<file path="config.mk">
export PLATFORM = sky130hd
export DESIGN_NAME = stereo_disparity_engine_flat
export DESIGN_NICKNAME = d
export VERILOG_FILES = /design/src/rtl/stereo_disparity_engine_if.sv /design/src/rtl/stereo_disparity_engine.sv /design/src/flat_wrapper.sv
export SDC_FILE = /design/constraint.sdc
export NUM_CORES = 1
export LEC_CHECK = 0
export ABC_AREA = 1
export CAP_MARGIN = 0
export CORE_ASPECT_RATIO = 0.5
export CORE_MARGIN = 8
export CORE_UTILIZATION = 30
export DETAILED_ROUTE_END_ITERATION = 10
export PLACE_DENSITY = 0.5
export RECOVER_POWER = 50
export SLEW_MARGIN = 10
export SYNTH_ARGS = -nofsm -noshare
export SYNTH_HDL_FRONTEND = slang
export SYNTH_SLANG_ARGS = --single-unit
</file>
<file path="constraint.sdc">
create_clock -name clk_in -period 10.6 [get_ports clk_in]
set_input_delay 1.06 -clock clk_in [delete_from_list [all_inputs] [get_ports clk_in]]
set_output_delay 1.06 -clock clk_in [all_outputs]
set_load 0.05 [all_outputs]
</file>
<file path="src/rtl/stereo_disparity_engine_if.sv">
// Frame-buffer read ports and disparity result write port of stereo_disparity_engine.
// Cost field width follows STEREO_SAD_EN (absolute-difference cost) when defined.
interface stereo_disparity_engine_if #(
  parameter int IMG_W      = 240,
  parameter int IMG_H      = 320,
  parameter int BLOCK_SIZE = 6,
  parameter int MAX_DISP   = 64,
  parameter int PIX_W      = 8
);
  localparam longint PMAX = (longint'(1) << PIX_W) - 1;
  localparam int AW = $clog2(IMG_W*IMG_H);
  localparam int DW = $clog2(MAX_DISP+1);
`ifdef STEREO_SAD_EN
  localparam int CW = $clog2(longint'(BLOCK_SIZE*BLOCK_SIZE)*PMAX + 1);
`else
  localparam int CW = $clog2(longint'(BLOCK_SIZE*BLOCK_SIZE)*PMAX*PMAX + 1);
`endif

  logic [AW-1:0]    left_addr_out;
  logic [PIX_W-1:0] left_data_in;
  logic [AW-1:0]    right_addr_out;
  logic [PIX_W-1:0] right_data_in;
  logic             disp_we_out;
  logic [AW-1:0]    disp_addr_out;
  logic [DW-1:0]    disp_data_out;
  logic [CW-1:0]    cost_out;

  modport master (
    output left_addr_out, right_addr_out, disp_we_out, disp_addr_out, disp_data_out, cost_out,
    input  left_data_in, right_data_in
  );
  modport slave (
    input  left_addr_out, right_addr_out, disp_we_out, disp_addr_out, disp_data_out, cost_out,
    output left_data_in, right_data_in
  );
endinterface

</file>
<file path="src/rtl/stereo_disparity_engine.sv">
// Block-matching disparity engine: per anchor, load the left window, sweep d, keep lowest cost.
// Define STEREO_SAD_EN for an absolute-difference cost instead of squared difference.
module stereo_disparity_engine #(
  parameter int IMG_W      = 240,
  parameter int IMG_H      = 320,
  parameter int BLOCK_SIZE = 6,
  parameter int MAX_DISP   = 64,
  parameter int PIX_W      = 8,
  parameter int RD_LAT     = 2
) (
  input  logic clk_in,
  input  logic rst_in,
  input  logic start_in,
  output logic busy_out,
  output logic done_out,
  stereo_disparity_engine_if.master bus
);
  localparam int B    = BLOCK_SIZE;
  localparam int BB   = B*B;
  localparam int SLEN = BB + RD_LAT;
  localparam longint PMAX = (longint'(1) << PIX_W) - 1;
  localparam int AW = $clog2(IMG_W*IMG_H);
  localparam int DW = $clog2(MAX_DISP+1);
`ifdef STEREO_SAD_EN
  localparam int CW = $clog2(longint'(BB)*PMAX + 1);
`else
  localparam int CW = $clog2(longint'(BB)*PMAX*PMAX + 1);
`endif
  localparam int XW = $clog2(IMG_W);
  localparam int YW = $clog2(IMG_H);
  localparam int KW = $clog2(B+1);
  localparam int NW = $clog2(SLEN+1);
  localparam int IW = $clog2(BB);

  typedef enum logic [2:0] {S_IDLE, S_LOAD_L, S_ACCUM, S_COMPARE, S_WRITE, S_DONE} state_t;

  state_t                     state, n_state;
  logic [NW-1:0]              cnt, n_cnt;
  logic [XW-1:0]              x, n_x;
  logic [YW-1:0]              y, n_y;
  logic [DW-1:0]              d, n_d, dmax, best_d, w_d;
  logic [KW-1:0]              kx, ky, n_kx, n_ky;
  logic                       n_issue, last_anchor, better;
  logic [RD_LAT:0]            vld_pipe;
  logic [CW-1:0]              acc, best_cost, w_cost, term;
  logic [BB-1:0][PIX_W-1:0]   lwin;
  logic [IW-1:0]              rd_idx;
  logic [PIX_W-1:0]           lpix, adiff;
  logic [31:0]                row_addr;

  assign dmax        = (32'(x) < MAX_DISP) ? DW'(x) : DW'(MAX_DISP);
  assign last_anchor = (32'(x) == IMG_W-B) && (32'(y) == IMG_H-B);

  always_ff @(posedge clk_in) begin
    if (!rst_in) state <= S_IDLE;
    else         state <= n_state;
  end

  always_comb begin
    n_state = state;
    n_x     = x;
    n_y     = y;
    n_d     = d;
    unique case (state)
      S_IDLE:    if (start_in) begin n_state = S_LOAD_L; n_x = '0; n_y = '0; end
      S_LOAD_L:  if (32'(cnt) == SLEN-1) begin n_state = S_ACCUM; n_d = '0; end
      S_ACCUM:   if (32'(cnt) == SLEN-1) n_state = S_COMPARE;
      S_COMPARE: if (d < dmax) begin n_state = S_ACCUM; n_d = d + 1'b1; end
                 else n_state = S_WRITE;
      S_WRITE: begin
        if (last_anchor) n_state = S_DONE;
        else begin
          n_state = S_LOAD_L;
          if (32'(x) == IMG_W-B) begin n_x = '0; n_y = y + 1'b1; end
          else n_x = x + 1'b1;
        end
      end
      S_DONE:    n_state = S_IDLE;
      default:   n_state = S_IDLE;
    endcase
  end

  // Addresses are registered one cycle ahead so read k is on the bus in phase cycle k
  // and its data lands in cycle k+RD_LAT, still inside the same phase.
  always_comb begin
    n_cnt   = '0;
    n_kx    = kx;
    n_ky    = ky;
    n_issue = 1'b0;
    if (n_state == S_LOAD_L || n_state == S_ACCUM) begin
      if (n_state == state) n_cnt = cnt + 1'b1;
      n_issue = (32'(n_cnt) < BB);
      if (n_cnt == '0) begin
        n_kx = '0;
        n_ky = '0;
      end else if (n_issue) begin
        if (32'(kx) == B-1) begin n_kx = '0; n_ky = ky + 1'b1; end
        else n_kx = kx + 1'b1;
      end
    end
  end

  assign row_addr = (32'(n_y) + 32'(n_ky)) * IMG_W + 32'(n_x) + 32'(n_kx);

  assign rd_idx = IW'(cnt - NW'(RD_LAT));
  assign lpix   = lwin[rd_idx];
  assign adiff  = (lpix >= bus.right_data_in) ? lpix - bus.right_data_in
                                              : bus.right_data_in - lpix;
`ifdef STEREO_SAD_EN
  assign term = CW'(adiff);
`else
  logic [2*PIX_W-1:0] sq;
  assign sq   = adiff * adiff;
  assign term = CW'(sq);
`endif

  // Strictly-lower replaces; ascending d means ties keep the smallest disparity.
  assign better = (acc < best_cost);
  assign w_cost = better ? acc : best_cost;
  assign w_d    = better ? d   : best_d;

  always_ff @(posedge clk_in) begin
    if (!rst_in) begin
      cnt                <= '0;
      x                  <= '0;
      y                  <= '0;
      d                  <= '0;
      kx                 <= '0;
      ky                 <= '0;
      vld_pipe           <= '0;
      acc                <= '0;
      best_cost          <= '0;
      best_d             <= '0;
      lwin               <= '0;
      busy_out           <= 1'b0;
      done_out           <= 1'b0;
      bus.left_addr_out  <= '0;
      bus.right_addr_out <= '0;
      bus.disp_we_out    <= 1'b0;
      bus.disp_addr_out  <= '0;
      bus.disp_data_out  <= '0;
      bus.cost_out       <= '0;
    end else begin
      cnt      <= n_cnt;
      x        <= n_x;
      y        <= n_y;
      d        <= n_d;
      kx       <= n_kx;
      ky       <= n_ky;
      vld_pipe <= {vld_pipe[RD_LAT-1:0], n_issue};
      if (n_issue && n_state == S_LOAD_L) bus.left_addr_out  <= AW'(row_addr);
      if (n_issue && n_state == S_ACCUM)  bus.right_addr_out <= AW'(row_addr - 32'(n_d));

      if (vld_pipe[RD_LAT] && state == S_LOAD_L) lwin[rd_idx] <= bus.left_data_in;

      if (state != S_ACCUM && n_state == S_ACCUM)      acc <= '0;
      else if (vld_pipe[RD_LAT] && state == S_ACCUM)  acc <= acc + term;

      if (state != S_LOAD_L && n_state == S_LOAD_L) begin
        best_cost <= '1;
        best_d    <= '0;
      end else if (state == S_COMPARE) begin
        best_cost <= w_cost;
        best_d    <= w_d;
      end

      busy_out        <= (n_state != S_IDLE) && (n_state != S_DONE);
      done_out        <= (n_state == S_DONE);
      bus.disp_we_out <= (n_state == S_WRITE);
      if (n_state == S_WRITE) begin
        bus.disp_addr_out <= AW'(32'(y) * IMG_W + 32'(x));
        bus.disp_data_out <= w_d;
        bus.cost_out      <= w_cost;
      end
    end
  end
endmodule

</file>
<file path="src/flat_wrapper.sv">
// flat-port wrapper written by rule: the top's interface ports become plain ports
module stereo_disparity_engine_flat 
#(
  parameter int IMG_W      = 240,
  parameter int IMG_H      = 320,
  parameter int BLOCK_SIZE = 6,
  parameter int MAX_DISP   = 64,
  parameter int PIX_W      = 8,
  parameter int RD_LAT     = 2
)
  (clk_in, rst_in, start_in, busy_out, done_out, bus_left_addr_out, bus_right_addr_out, bus_disp_we_out, bus_disp_addr_out, bus_disp_data_out, bus_cost_out, bus_left_data_in, bus_right_data_in);
  stereo_disparity_engine_if #(.IMG_W(IMG_W), .IMG_H(IMG_H), .BLOCK_SIZE(BLOCK_SIZE), .MAX_DISP(MAX_DISP), .PIX_W(PIX_W)) bus_i ();
  input  logic clk_in;
  input  logic rst_in;
  input  logic start_in;
  output logic busy_out;
  output logic done_out;
  output wire logic [$bits(bus_i.left_addr_out)-1:0] bus_left_addr_out;
  output wire logic [$bits(bus_i.right_addr_out)-1:0] bus_right_addr_out;
  output wire logic [$bits(bus_i.disp_we_out)-1:0] bus_disp_we_out;
  output wire logic [$bits(bus_i.disp_addr_out)-1:0] bus_disp_addr_out;
  output wire logic [$bits(bus_i.disp_data_out)-1:0] bus_disp_data_out;
  output wire logic [$bits(bus_i.cost_out)-1:0] bus_cost_out;
  input wire logic [$bits(bus_i.left_data_in)-1:0] bus_left_data_in;
  input wire logic [$bits(bus_i.right_data_in)-1:0] bus_right_data_in;
  assign bus_left_addr_out = bus_i.left_addr_out;
  assign bus_right_addr_out = bus_i.right_addr_out;
  assign bus_disp_we_out = bus_i.disp_we_out;
  assign bus_disp_addr_out = bus_i.disp_addr_out;
  assign bus_disp_data_out = bus_i.disp_data_out;
  assign bus_cost_out = bus_i.cost_out;
  assign bus_i.left_data_in = bus_left_data_in;
  assign bus_i.right_data_in = bus_right_data_in;
  stereo_disparity_engine #(.IMG_W(IMG_W), .IMG_H(IMG_H), .BLOCK_SIZE(BLOCK_SIZE), .MAX_DISP(MAX_DISP), .PIX_W(PIX_W), .RD_LAT(RD_LAT)) u_core (.clk_in(clk_in), .rst_in(rst_in), .start_in(start_in), .busy_out(busy_out), .done_out(done_out), .bus(bus_i));
endmodule
</file>
Word level (Yosys, flattened, before mapping). Cells that the tools add are included.

ROM bits: 0. Logic and storage cells: 153. Latch bits: 0. RAM bits: 0. Bits of input ports: 19. Output and inout bits: 83. Bits in registers: 464. Memories: 0.

Reductions and logical operators: 17. Add/subtract/negate cells: 15. Shift operators: 0. Magnitude comparators: 7. Eq/ne operators: 16. Bitwise gates (word level): 1. Mux-type cells: 39. Div/mod/pow operators: 0. Multiply operators: 3.

Operators with widths (count): $bwmux 288 (1); $mux 22 (3); $bmux 8 s6 (1); $demux 8 s6 (1); $mux 8 (6); $mux 3 (13); $add 17x8->17 (2); $mul 32x4->13 const B (1); $mux 7 (4); $mux 9 (3); $add 22x16->22 (1); $lt 22x22->1 (1); $pmux 9 s2 (1); $add 17x3->17 (1); $sub 17x7->17 (1); $mul 8x8->16 (1); $pmux 8 s2 (1); $sub 8x8->8 (2); $pmux 3 s5 (1); $pmux 7 s2 (1); $mul 9x4->13 const B (1); $eq 3x3->1 const B (4); $mux 6 (2); $add 9x3->10 (1); 31 further kinds (44).

Longest topological paths before layout. Gate-level depths: netlist (run 1).

Depth in word-level cells: 17. Depth in mapped cells: 58.

Worst setup path before layout (run 1). OpenSTA, ideal clock, no wires.

Path type: reg-to-reg. Start point: register u_core.cnt[1]. End point: register u_core.acc[20]. Arrival time: 8.249 ns. Clock period less this slack: 8.369 ns. Slack: 2.231 ns. Stages on the path, launching flop included: 41. Data required time: 10.481 ns. Library setup time: 0.119 ns. Path through: dfxtp_1 > inv_2 > clkbuf_1 > clkbuf_1 > ha_1 > xnor2_1 > inv_1 > nor3_1 > inv_1 > nor2_1 > nand2_1 > and3_1 > inv_1 > ha_1 > a21o_1 > a221oi_1 > nand3_1 > o21ai_0 > [5 not listed] > fa_1 > fa_1 > fa_1 > inv_1 > ha_1 > inv_1 > nor3_1 > nand2_1 > nand2_1 > a21boi_0 > o21ai_0 > a21boi_0 > o21ai_0 > nand2_1 > nor2_1 > nand2_1 > o21ai_0 > a21oi_1.

Longest elaborated chain between the ends: 7. Elaborated cells between the ends (all ways): 16. Those cells by class: add/sub: 4; mul: 1; order compare: 1; eq/ne: 2; mux: 6; reduce/logical: 2.

RTL lines: from (decl) (RTL line stereo_disparity_engine.sv:38) `logic [NW-1:0] cnt, n_cnt;`; from (signal assigned) (RTL line stereo_disparity_engine.sv:144) `cnt <= n_cnt;`; $sub 6x2->6 (RTL line stereo_disparity_engine.sv:105) `assign rd_idx = IW'(cnt - NW'(RD_LAT));`; $bmux 8 s6 (RTL line stereo_disparity_engine.sv:106) `assign lpix = lwin[rd_idx];`; $mux 8 (not written as such) (RTL line stereo_disparity_engine.sv:106); $sub 8x8->8 (tied with other cells) (RTL line stereo_disparity_engine.sv:108) `: bus.right_data_in - lpix;`; $mux 8 (RTL line stereo_disparity_engine.sv:107) `assign adiff = (lpix >= bus.right_data_in) ? lpix - bus.right_data_in`; $mul 8x8->16 (RTL line stereo_disparity_engine.sv:113) `assign sq = adiff * adiff;`; $add 22x16->22 (RTL line stereo_disparity_engine.sv:157) `else if (vld_pipe[RD_LAT] && state == S_ACCUM) acc <= acc + term;`; to (signal assigned) (RTL line stereo_disparity_engine.sv:157); to (decl) (RTL line stereo_disparity_engine.sv:45) `logic [CW-1:0] acc, best_cost, w_cost, term;`.

Several ways; a longest one is shown, not always the timed one. The select of a mux whose other input is x is not followed. A chain may end at the register's enable or synchronous reset.

Worst setup path after layout (run 1).
Start point: register u_core.cnt[2]. End point: register u_core.acc[20].

Same word-level chain as after synthesis.

==> results list, run 1 <==
* Internal: 2.993 mW
- Summing every instance area after synthesis gives 27080 um^2.
- The worst hold path terminates at u_core.vld_pipe[1]$_SDFF_PN0_.
- # nets final: 4104
* All-layer global routing usage: 0.1626
* Minimum clock period: 9.339 ns
- R2r endpoint: u_core.acc[20]$_SDFFE_PP0P_
* Root buffer selected by CTS: sky130_fd_sc_hd__clkbuf_16
- Yosys warning total: 0
- The clock tree synthesis step divided the H-tree into 2 levels.
* Slack of the worst reg-to-reg path: 1.26 ns
- Drt first-iter violations: 1927
- Unrepaired setup endpoints after global routing: false
- Number of buffers inserted to repair setup after CTS: 0
* Half-perimeter wire length after placement: 58.00 mm
- Cell Pwr Density: 141.1 nW/um^2
- Number of synthesized register bits: 464
- CTS resizes: 0
- Transition time at the pin with the least slew margin: 4.924 ns
- Max-cap violations in this run came to 3.
* Cell type with the highest aggregate area in the netlist: sky130_fd_sc_hd__dfxtp_1
- Across all setup checks in the final design, the least slack found is 1.261 ns.
* Post-detailed-route via-to-cell ratio: 4.910
- Vias post-DR: 25010
* Count of unresolved DRC violations after routing: 0
- The initial antenna violation count was 3.
- The finished cells cover 30540 um^2.
* Setup-violating endpoint count in the final report: 0
- Clock buffer depth: 3
* Buffers and inverters on the worst path: 5
- The number of nets handed over by synthesis was 4109.
* Placeable core region: 90080 um^2
* Post-CTS clock slew at the launch and capture registers of the worst setup and hold paths: 0.06 ns
- In this run, distinct cell masters in the synthesized netlist total 58.
* Crit share post-route: 0.8810
- Between clock sinks in the finished design, the worst skew comes to 0.02478 ns.
- In this design, the critical path's most frequently occurring cell is sky130_fd_sc_hd__nand2_1.
- The initial utilization of the core area, before any placement, comes to 0.3007.
- For this run, the leading register cell type out of synthesis is sky130_fd_sc_hd__dfxtp_1.
- Area enclosed by the die boundary: 100700 um^2
- Combinational share of power: 0.194
- Global routing finished with a remaining overflow of 0.
* Highest achievable clock rate: 0.1071 GHz
- For this block, the routed nets add up to 84.61 mm of wire.
* Smallest hold slack: 0.4183 ns
* Most used cells in the layout excluding fill and tap cells: 1021 x sky130_fd_sc_hd__nor2_1, 581 x sky130_fd_sc_hd__o21ai_0, 462 x sky130_fd_sc_hd__dfxtp_1
* Hold Path Cell Cnt: 2
- Total Negative Setup Slacks: 0 ns
- Data on the critical path is required at its endpoint by 11.09 ns.
- IO buf count: 101
- The first global-routing pass estimated 135.2 mm of wire.
- The max-slew violation total from the final report came to 435.
- TritonCTS built the clock tree.
* Violations in the final reports: max-capacitance violations, max-slew violations
- The number of hold buffers added after CTS was 0.
- The number of global-route vias before repair came to 24060.
* Layout fillers: 9682
- Headroom to the max-slew limit came out at -2.283.
* Number of primary I/O pins: 102
- For the worst flop-to-flop path, the logic depth is 37.
- Of the total power, the share spent switching nets is 0.3054.
* Area added between synthesis and finish: 12.77%
- Hold/Removal Path Class: register to register
* Number of buffers created by CTS: 48
* Mean instance size in the synthesized netlist: 7.012 um^2
- The initialized floorplan defines 78 standard-cell rows.
* Clock network fraction of design power: 0.394
- Critical Path Slowest Stage Cell: sky130_fd_sc_hd__xnor2_1
- Outcome: finished, violations left
* Synthesized instance count: 3862
- The startpoint identified for the worst register-to-register timing path is u_core.cnt[2]$_SDFF_PN0_.
- Leaving out fill and tap cells, the most frequent cell in the layout is sky130_fd_sc_hd__nor2_1.
* Min-Delay Startpoint: u_core.vld_pipe[0]$_SDFF_PN0_
- Final Hold Vio Count: 0
- Number of enable flip-flop cells after synthesis: 0
- Arrival time worst endpoint: 9.83 ns
* Fraction of final layout cells sized beyond drive strength 1: 0.04367
- In the synthesized netlist the async set-or-reset flop fraction comes to 0.
- Before CTS, the worst setup slack after placement is 1.332 ns.
- For this design the static power due to leakage is 14.09 nW.
* Insertion delay to the later sink of the worst-skew pair: 0.62 ns
- For this run, the register share of the synthesized area comes to 0.3430.
- Of the total power, registers draw 0.412.
* Vertical die dimension: 228.5 um
- For this design, the sink count on the clock tree is 464.
- Entering global routing, the biggest net connects 281 pins.
* Critical path capture point type: register
- Area share of the leading cell type in the synthesized netlist: 0.3430
- Wire length per cell: 16.61 um
* TritonRoute pass-1 iters: 5
- Sorting the synthesized cells by area gives the leading types as sky130_fd_sc_hd__dfxtp_1 34%, sky130_fd_sc_hd__nor2_1 14%, sky130_fd_sc_hd__o21ai_0 11%.
- Along the worst path, the maximum fanout reaches 11.
* Post-DRT Antenna Nets: 0
- The worst setup path is of the register to register kind.
* Switch Pwr: 1.316 mW
* Max rail drop VDD: 0.0001051 V
- From left edge to right edge, the die measures 440.9 um.
* Placement-stage cell area: 29040 um^2
- Gpl congestion: 0.8888
- Diode insertion count for antenna repair: 0
* Critical path startpoint category: register
- Largest incremental delay on the critical path: 0.63 ns
- The cell family contributing the most delay on the critical path is adder cells.
-- power by group through the flow --
stage | Sequential (mW) | Combinational, mW | Clock [mW]
finish | 1.77 | 0.837 | 1.70
global route | 1.77 | 0.952 | 1.82
CTS | 1.77 | 0.850 | 1.74
detailed placement | 1.81 | 0.846 | 0
global placement | 1.81 | 0.842 | 0
floorplan | 1.83 | 0.613 | 0
-- metal layers --
layer,GRT usage,routed length [um]
met1,0.2211,39610
met2,0.2702,38890
met3,0.02200,4029
met4,0.04273,2037
met5,0,32
-- worst register-to-register path: cells and delay by family (launching register included) --
family          cells  cell delay (ns)
buf+inv             5             1.00
flops               1             0.43
compound gates      9             1.78
fa+ha+maj           7             2.88
xor+xnor            2             1.11
simple gates       14             2.04
-- final cells by class --
cell class | instances | area [um^2] | area share
inverters | 450 | 1694 | 0.05547
well taps | 1200 | 1501 | 0.04916
clock buffers | 73 | 1395 | 0.04568
flip-flops and latches | 464 | 9294 | 0.3043
repair buffers | 119 | 1116 | 0.03654
multi-input cells | 2774 | 15400 | 0.5044
clock inverters | 13 | 136.4 | 0.004465
-- metrics by stage --
step,instances,power [mW],util
2_1_floorplan,3862,2.443,-
3_3_place_gp,5007,2.655,0.3224
3_5_place_dp,5007,2.659,0.3224
4_1_cts,5093,4.367,0.3394
5_1_grt,5093,4.551,0.3391
6_report,5093,4.309,0.3391
-- cells in the mapped netlist, drive strengths merged, types with 9 or more instances --
master  number
xnor2       21
ha         156
a31oi       18
o221a       15
a211oi       9
clkbuf     153
nor2      1043
nand2      348
o21ai      604
a21oi      132
o221ai      38
o22ai       41
inv        447
dfxtp      464
nand3       99
fa          72
nand4       25
o211ai      21
nor3        22
buf         21
xor2        51
-- worst max path at each step --
stage                             start                     endpoint  slack [ns]  cells past startpoint
5_1_grt        u_core.cnt[2]$_SDFF_PN0_  u_core.acc[20]$_SDFFE_PP0P_        0.31                     37
3_5_place_dp   u_core.cnt[2]$_SDFF_PN0_  u_core.acc[20]$_SDFFE_PP0P_        1.33                     38
3_3_place_gp   u_core.cnt[2]$_SDFF_PN0_  u_core.acc[20]$_SDFFE_PP0P_        1.51                     37
4_1_cts        u_core.cnt[2]$_SDFF_PN0_  u_core.acc[20]$_SDFFE_PP0P_        1.32                     37
6_report       u_core.cnt[2]$_SDFF_PN0_  u_core.acc[20]$_SDFFE_PP0P_        1.26                     37
2_1_floorplan  u_core.cnt[1]$_SDFF_PN0_  u_core.acc[20]$_SDFFE_PP0P_        2.23                     40
-- registers in the layout, summed over array words and instances (netlist names), 3 cells and up --
name                       cells
u_core.best_cost              22
u_core.state                   3
u_core.bus.left_addr_out      17
u_core.d                       7
u_core.x                       8
u_core.acc                    22
u_core.best_d                  7
u_core.ky                      3
u_core.y                       9
u_core.cnt                     6
u_core.bus.disp_data_out       7
u_core.bus.disp_addr_out      17
u_core.kx                      3
u_core.lwin                  288
u_core.bus.cost_out           22
u_core.vld_pipe                3
u_core.bus.right_addr_out     17
-- kinds of logic after synthesis --
kind of cell / share of synthesized area
buf+inv: 0.08820
simple gates: 0.2324
flops: 0.3430
fa+ha+maj: 0.1253
xor+xnor: 0.02356
mux: 0.0007854
compound gates: 0.1867
No activity file was read; power rests on OpenSTA's default activity.
==> inputs of run 2 (changes only) <==
- REMOVE_ABC_BUFFERS: not set -> 1
==> run 2 against run 1 <==
Net effect: the run still ends with max-capacitance violations, max-slew violations left; sequential power hardly changed; global-route usage is 0.25 points lower; flip-flop and latch count stayed put; clock power is 14% higher; highest routed layer is now met4; non-clock buffer count is 13 higher; worst hold slack worse by 0.0037 ns; clock skew is 0.0029 ns higher; via count hardly changed.
==> results list, run 2 (same netlist as run 1, synthesis figures left out) <==
* Outcome: finished, violations left
* Violations in the final reports: max-capacitance violations, max-slew violations
- Final Instance Area: 30920 um^2
- Most used cells in the layout excluding fill and tap cells: 1021 x sky130_fd_sc_hd__nor2_1, 581 x sky130_fd_sc_hd__o21ai_0, 462 x sky130_fd_sc_hd__dfxtp_1
* Count of max-cap constraint violations: 3
* Vertical die dimension: 228.5 um
- After clock tree synthesis, the clock-pin slew on the worst setup and hold paths is 0.06 ns.
* Critical Path Most Common Cell: sky130_fd_sc_hd__nand2_1
- Once the clock tree was built, the resizer swapped 0 gates to a different size.
* Setup Crit Path Kind: register to register
* Number of placement rows: 78
- TritonCTS built the clock tree.
* Critical path capture point type: register
* Placed cell count: 5020
* Root buffer selected by CTS: sky130_fd_sc_hd__clkbuf_16
- In the global route stage, overall resource usage came out at 0.1600.
- Number of clock sinks seen by CTS: 464
- After clock tree synthesis, the flow added hold-fix buffers numbering 0.
- Max rail drop VDD: 0.0001103 V
- Ranked by flip-flop count, first place goes to u_core.lwin.
- Gpl congestion: 0.8815
- Number of levels in the clock H-tree: 2
- The total overflow left after global routing is 0.
- The register with the most flip-flops in the layout has 288 of them.
- Arrival time worst endpoint: 9.90 ns
* Number of max-slew violations in the final report: 435
- Smallest hold slack: 0.4146 ns
- Number of buffers created by CTS: 49
- Leaving out fill and tap cells, the most frequent cell in the layout is sky130_fd_sc_hd__nor2_1.
- Post-CTS timing repair inserted 0 buffers for setup.
* Critical Path Slowest Stage Cell: sky130_fd_sc_hd__xnor2_1
* Area enclosed by the die boundary: 100700 um^2
* Number of global-route vias before repair: 24110
- No sink is reached through more buffers than the 3 on the longest clock path.
- Placement-stage cell area: 29140 um^2
- Entering global routing, the biggest net connects 252 pins.
- Total Negative Setup Slacks: 0 ns
- Tracing the worst setup path back leads to its startpoint at u_core.cnt[2]$_SDFF_PN0_.
- For this block, the routed nets add up to 83.01 mm of wire.
* Fraction of final layout cells sized beyond drive strength 1: 0.05013
- Placeable core region: 90080 um^2
- Family with the most delay on the worst path: adder cells
- OpenSTA, run right after detailed placement, puts the worst setup slack at 1.224 ns.
- Min-Delay Startpoint: u_core.vld_pipe[0]$_SDFF_PN0_
- The design draws 4.549 mW.
- For this run, design rule violations remaining after detail routing come to 0.
- STA puts the critical path data required time at 11.09 ns.
* Diode insertion count for antenna repair: 0
* Crit share post-route: 0.8875
* IO buf count: 101
- Detailed placement ended at an HPWL of 57.36 mm.
- Wire length per cell: 16.25 um
- During I/O placement, the number of pins put on the boundary was 102.
- Based on the critical path, the design can be clocked at up to 0.1063 GHz.
* TritonRoute pass-1 iters: 5
- Cell Pwr Density: 147.1 nW/um^2
- The clock reaches the later pin of the worst-skew pair after 0.62 ns.
- Setup violations remaining at the end of the flow were counted as 0.
- Final Hold Vio Count: 0
- Antenna violations before repair: 0
* Final Core Density: 0.3432
- The die is 440.9 um wide.
- Across the routed clock network, the largest skew measured is 0.02767 ns.
* Unrepaired setup endpoints after global routing: false
- The path class of the tightest hold or removal check is register to register.
* Vias post-DR: 24990
* Layout Cells excl Fill: 5110
- Post-DRT Antenna Nets: 0
- Summed over all cells, the static leakage comes to 14.26 nW.
* # nets final: 4118
- Largest incremental delay on the critical path: 0.59 ns
- Post-detailed-route via-to-cell ratio: 4.891
- Minimum clock period: 9.407 ns
- The initial utilization of the core area, before any placement, comes to 0.3007.
- Transition time at the pin with the least slew margin: 5.275 ns
- In this run the worst path has a maximum fanout of 11.
- After the first detailed-routing iteration, the DRC count stood at 1934.
- Global-route wire length before repair: 133.9 mm
* Area added between synthesis and finish: 14.16%
- The worst pin sits at a relative slew slack of -2.517.
- Setup slack on the critical path of the routed design comes to 1.193 ns.
- STA classifies the critical path startpoint as a register.
- Buffers and inverters on the worst path: 5
- In this run the critical register-to-register path is launched from u_core.cnt[2]$_SDFF_PN0_.
## run 2: layout make-up
cell class,instances,area [um^2]
Fill cell,9574,59160
Inverter,450,1694
Sequential cell,464,9294
Multi-Input combinational cell,2774,15400
Tap cell,1200,1501
Clock buffer,63,1380
Clock inverter,27,425.4
Timing Repair Buffer,132,1219
## run 2: worst reg2reg max path, delay by kind of cell (launching register included)
kind                     cells  cell delay (ns)
flip-flops                   1             0.44
XOR/XNOR                     2             1.04
adder cells (fa/ha/maj)      7             2.86
AO/OA/AOI/OAI                9             1.95
AND/OR/NAND/NOR             14             2.06
buffers and inverters        5             0.96
## run 2: report_power, final
group          internal (mW)  switching, mW
Sequential              1.76         0.0125
Combinational          0.296          0.538
Clock                   1.15          0.793
## run 2: worst paths after layout
check	endpoint	cells past startpoint	slack, ns
worst max-delay path	u_core.acc[20]$_SDFFE_PP0P_	37	1.19
worst max register to register	u_core.acc[20]$_SDFFE_PP0P_	37	1.19
worst min register to register	u_core.vld_pipe[1]$_SDFF_PN0_	2	0.41
worst min-delay path	u_core.vld_pipe[1]$_SDFF_PN0_	2	0.41
## run 2: metal layers
| metal | GRT usage | vias to the layer above | wire [um] |
|---|---|---|---|
| met1 | 0.2227 | 11850 | 39340 |
| met2 | 0.2650 | 495 | 38330 |
| met5 | 0 | - | 0 |
| li1 | - | 12550 | - |
| met3 | 0.02168 | 101 | 4015 |
| met4 | 0.03131 | 0 | 1324 |
==> inputs of run 3 (changes only) <==
- ABC_AREA: 1 -> 0
- CORE_MARGIN: 8 -> 2
==> run 3 against run 2 <==
Net effect: the flow still finishes with violations (max-capacitance violations, max-slew violations); worst hold slack gained 0.018 ns; critical path depth shrank 4; maximum frequency shrank 5.2%; via count shrank 14%; first-iteration DRC count shrank 28%; largest cell class unchanged; sequential power is essentially flat; largest power group is now sequential cells; area after synthesis grew 0.44%.
==> results list, run 3 <==
- The flow ran to the end, but the final reports show violations.
* Violations in the final reports: max-capacitance violations, max-slew violations
- For this configuration, the core starts out at a cell density of 0.3013.
- The mapped netlist covers 27200 um^2.
* Cell Pwr Density: 134.3 nW/um^2
- Diode insertion count for antenna repair: 0
* Main synth FF type: sky130_fd_sc_hd__dfxtp_1
- Largest incremental delay on the critical path: 0.62 ns
- Highest achievable clock rate: 0.1008 GHz
* Min-Delay Startpoint: u_core.vld_pipe[0]$_SDFF_PN0_
* Synthesized instance count: 3024
- GR Overflow Total: 0
- Reg2reg path depth: 33
* Count of max-cap constraint violations: 3
* Unrepaired setup endpoints after global routing: false
* Number of clock sinks seen by CTS: 464
* IO buf count: 101
- After clock tree synthesis, the clock-pin slew on the worst setup and hold paths is 0.07 ns.
- Minimum clock period: 9.919 ns
- At the later pin of the worst-skew pair, clock insertion delay measures 0.62 ns.
- Among the stages of the critical path, the cell type that occurs most often is sky130_fd_sc_hd__fa_1.
* Static Leak: 12.73 nW
- The worst setup path is of the register to register kind.
- Data required time at the worst endpoint: 11.08 ns
- The register with the most flip-flops in the final layout is u_core.lwin.
- Layout fillers: 9273
* Max rail drop VDD: 0.0001244 V
- Commonest non-fill, non-tap cell in the layout: sky130_fd_sc_hd__dfxtp_1
- OpenSTA, run right after detailed placement, puts the worst setup slack at 0.2156 ns.
- Dividing the synthesized area by the synthesized cell count gives 8.995 um^2.
- For this run, the number of Yosys warnings is 0.
- Clock buffer depth: 3
- CTS tree: done
* Final Hold Vio Count: 0
* Crit share post-route: 0.9358
* # nets final: 3276
- Critical path startpoint category: register
- Relative to the synthesized area, the layout overhead comes to 13.87%.
- Hold Path End: u_core.vld_pipe[1]$_SDFF_PN0_
* TritonRoute pass-1 iters: 5
- Most common cell in the netlist: sky130_fd_sc_hd__dfxtp_1
* Number of enable flip-flop cells after synthesis: 0
* Number of synthesized register bits: 464
- In this run the critical register-to-register path is captured at u_core.acc[18]$_SDFFE_PP0P_.
- Post-detailed-route via-to-cell ratio: 5.043
* Fraction of final layout cells sized beyond drive strength 1: 0.08298
- Wires add up to 76.56 mm.
* Number of flip-flops in the largest register: 288
- Across all setup checks in the final design, the least slack found is 0.6810 ns.
* Number of buffers created by CTS: 49
- For this design, the slowest cell found on the critical path is sky130_fd_sc_hd__a2111oi_0.
- Count of unresolved DRC violations after routing: 0
* Startpoint of the worst-slack reg-to-reg timing path: u_core.cnt[1]$_SDFF_PN0_
- After synthesis, the share of flip-flops with an asynchronous set or reset is 0.
* Quantity of hold-fixing buffers added after cts: 0
- Number of primary I/O pins: 102
- Pin count of the biggest net entering global routing: 220
- The initial antenna violation count is 0.
- Wire length per cell: 17.97 um
* Post-DRT Antenna Nets: 0
- The floorplan has 78 rows.
- Summing all multi-input logic gate instances after layout gives 16600 um^2.
- Part of the Yosys area used for sequential elements: 0.3415
- Hold/Removal Path Class: register to register
* Most used cells in the layout excluding fill and tap cells: 462 x sky130_fd_sc_hd__dfxtp_1, 385 x sky130_fd_sc_hd__nor2_1, 241 x sky130_fd_sc_hd__nand2_1
- Total power after layout: 4.161 mW
- The worst setup path is captured at a register.
- Across every metal layer, demand over resource in global routing totals 0.1617.
* Horizontal extent of the die: 429.8 um
* Area share of the leading cell type in the synthesized netlist: 0.3415
- Area enclosed by the die boundary: 93240 um^2
- Headroom to the max-slew limit came out at -2.346.
- Hold Path Cell Cnt: 1
- At the end of routability-driven placement, the weighted congestion stood at 0.8339.
- Number of max-slew violations in the final report: 456
- Hold is met by 0.4325 ns.
- At the pin with the least slew margin, the transition time is 5.020 ns.
- Cell type with the highest aggregate area in the netlist: sky130_fd_sc_hd__dfxtp_1
- The cell sitting at the root of the clock tree is a sky130_fd_sc_hd__clkbuf_16.
- Vertical die dimension: 216.9 um
* Half-perimeter wire length after placement: 51.71 mm
- Area used by sequential logic in the layout: 9296 um^2
- Vias post-DR: 21490
- Biggest fanout along the worst timing path: 9
- The number of global-route vias before repair was 20990.
* Synth area leaders: sky130_fd_sc_hd__dfxtp_1 34%, sky130_fd_sc_hd__mux2i_1 8.2%, sky130_fd_sc_hd__ha_1 7.2%
- Setup-violating endpoint count in the final report: 0
- The number of different library cells used by synthesis comes to 85.
- For the final database, setup skew stands at 0.03677 ns.
- Slack of the worst reg-to-reg path: 0.68 ns
* Arrival time worst endpoint: 10.40 ns
- For this block, the initial DRC count from the detailed router was 1387.
- In this run the number of H-tree levels came out at 2.
- By count the netlist is led by 464 x sky130_fd_sc_hd__dfxtp_1, 388 x sky130_fd_sc_hd__nor2_1, 241 x sky130_fd_sc_hd__nand2_1.
* Placeable core region: 90270 um^2
- Global-route wire length before repair: 121.4 mm
run 3: cell types whose count changed after synthesis, sizes merged, moves of 38 or more:
cell	change
o22ai	-38
nand3	+61
a21oi	+48
xnor2	+55
nand2	-106
mux2i	+222
nor2	-653
mux4	+83
o21ai	-501
inv	-266
nor3	+62
run 3: area by class of cell:
| class | count | share of cell area |
|---|---|---|
| Multi-Input combinational cell | 2186 | 0.5358 |
| Tap cell | 1200 | 0.04847 |
| Clock buffer | 68 | 0.04577 |
| Inverter | 182 | 0.02206 |
| Clock inverter | 15 | 0.004080 |
| Timing Repair Buffer | 146 | 0.04367 |
| Sequential cell | 464 | 0.3001 |
run 3: timing repair:
| item | 4_1_cts | 5_1_grt |
|---|---|---|
| gates resized for setup | 0 | 9 |
| hold endpoints to repair | 0 | 0 |
| setup endpoints to repair | 0 | 6 |
| setup buffers | 0 | 1 |
run 3: how the worst max path moves through the flow:
| stage | from | to | slack (ns) | depth (start not counted) |
|---|---|---|---|---|
| floorplan | u_core.cnt[1]$_SDFF_PN0_ | u_core.acc[21]$_SDFFE_PP0P_ | -1.41 | 32 |
| global placement | u_core.cnt[0]$_SDFF_PN0_ | u_core.acc[18]$_SDFFE_PP0P_ | 0.28 | 33 |
| detailed placement | u_core.cnt[0]$_SDFF_PN0_ | u_core.acc[18]$_SDFFE_PP0P_ | 0.22 | 33 |
| CTS | u_core.cnt[0]$_SDFF_PN0_ | u_core.acc[18]$_SDFFE_PP0P_ | 0.16 | 33 |
| global route | u_core.cnt[1]$_SDFF_PN0_ | u_core.acc[21]$_SDFFE_PP0P_ | 0.03 | 35 |
| finish | u_core.cnt[1]$_SDFF_PN0_ | u_core.acc[18]$_SDFFE_PP0P_ | 0.68 | 33 |
run 3: per-stage QoR:
stage / std cells / cell area, um^2 / TNS (ns) / utilization
floorplan: 2832 / 26460 / -13.20 / -
global placement: 4177 / 29380 / 0 / 0.3254
detailed placement: 4177 / 29380 / 0 / 0.3254
CTS: 4260 / 30920 / 0 / 0.3425
global route: 4261 / 30970 / 0 / 0.3431
finish: 4261 / 30970 / 0 / 0.3431
run 3: kinds of logic (layout without fill, tap and decap cells):
logic type,count (synthesis),count (layout),synth area share
simple gates,1035,1035,0.1734
compound gates,510,510,0.1215
flops,464,464,0.3415
buf+inv,374,411,0.05248
mux,307,307,0.1512
fa+ha+maj,230,230,0.1255
xor+xnor,104,104,0.03445
run 3: metal layers:
layer / wire, um / part of all wire / track usage
met4: 1643 / 0.021 / 0.04214
met3: 2636 / 0.034 / 0.02040
met2: 35360 / 0.46 / 0.2650
met1: 36920 / 0.48 / 0.2249
met5: 0 / 0 / 0
run 3: power breakdown:
| part | total (mW) | leakage (nW) | switching, mW | internal [mW] |
|---|---|---|---|---|
| logic | 0.697 | 8.23 | 0.417 | 0.280 |
| clock network | 1.69 | 0.757 | 0.758 | 0.933 |
| registers | 1.77 | 3.75 | 0.0158 | 1.76 |
run 3: worst max-delay path: cells and delay by family (launching register included):
kind                       cells  cell delay (ns)
adders and majority gates      7             3.11
and+or+nand+nor                6             1.17
AOI/OAI and AO/OA             12             3.25
buffers and inverters          4             0.51
muxes                          1             0.57
DFF                            1             0.34
xor gates and xnor gates       3             0.82
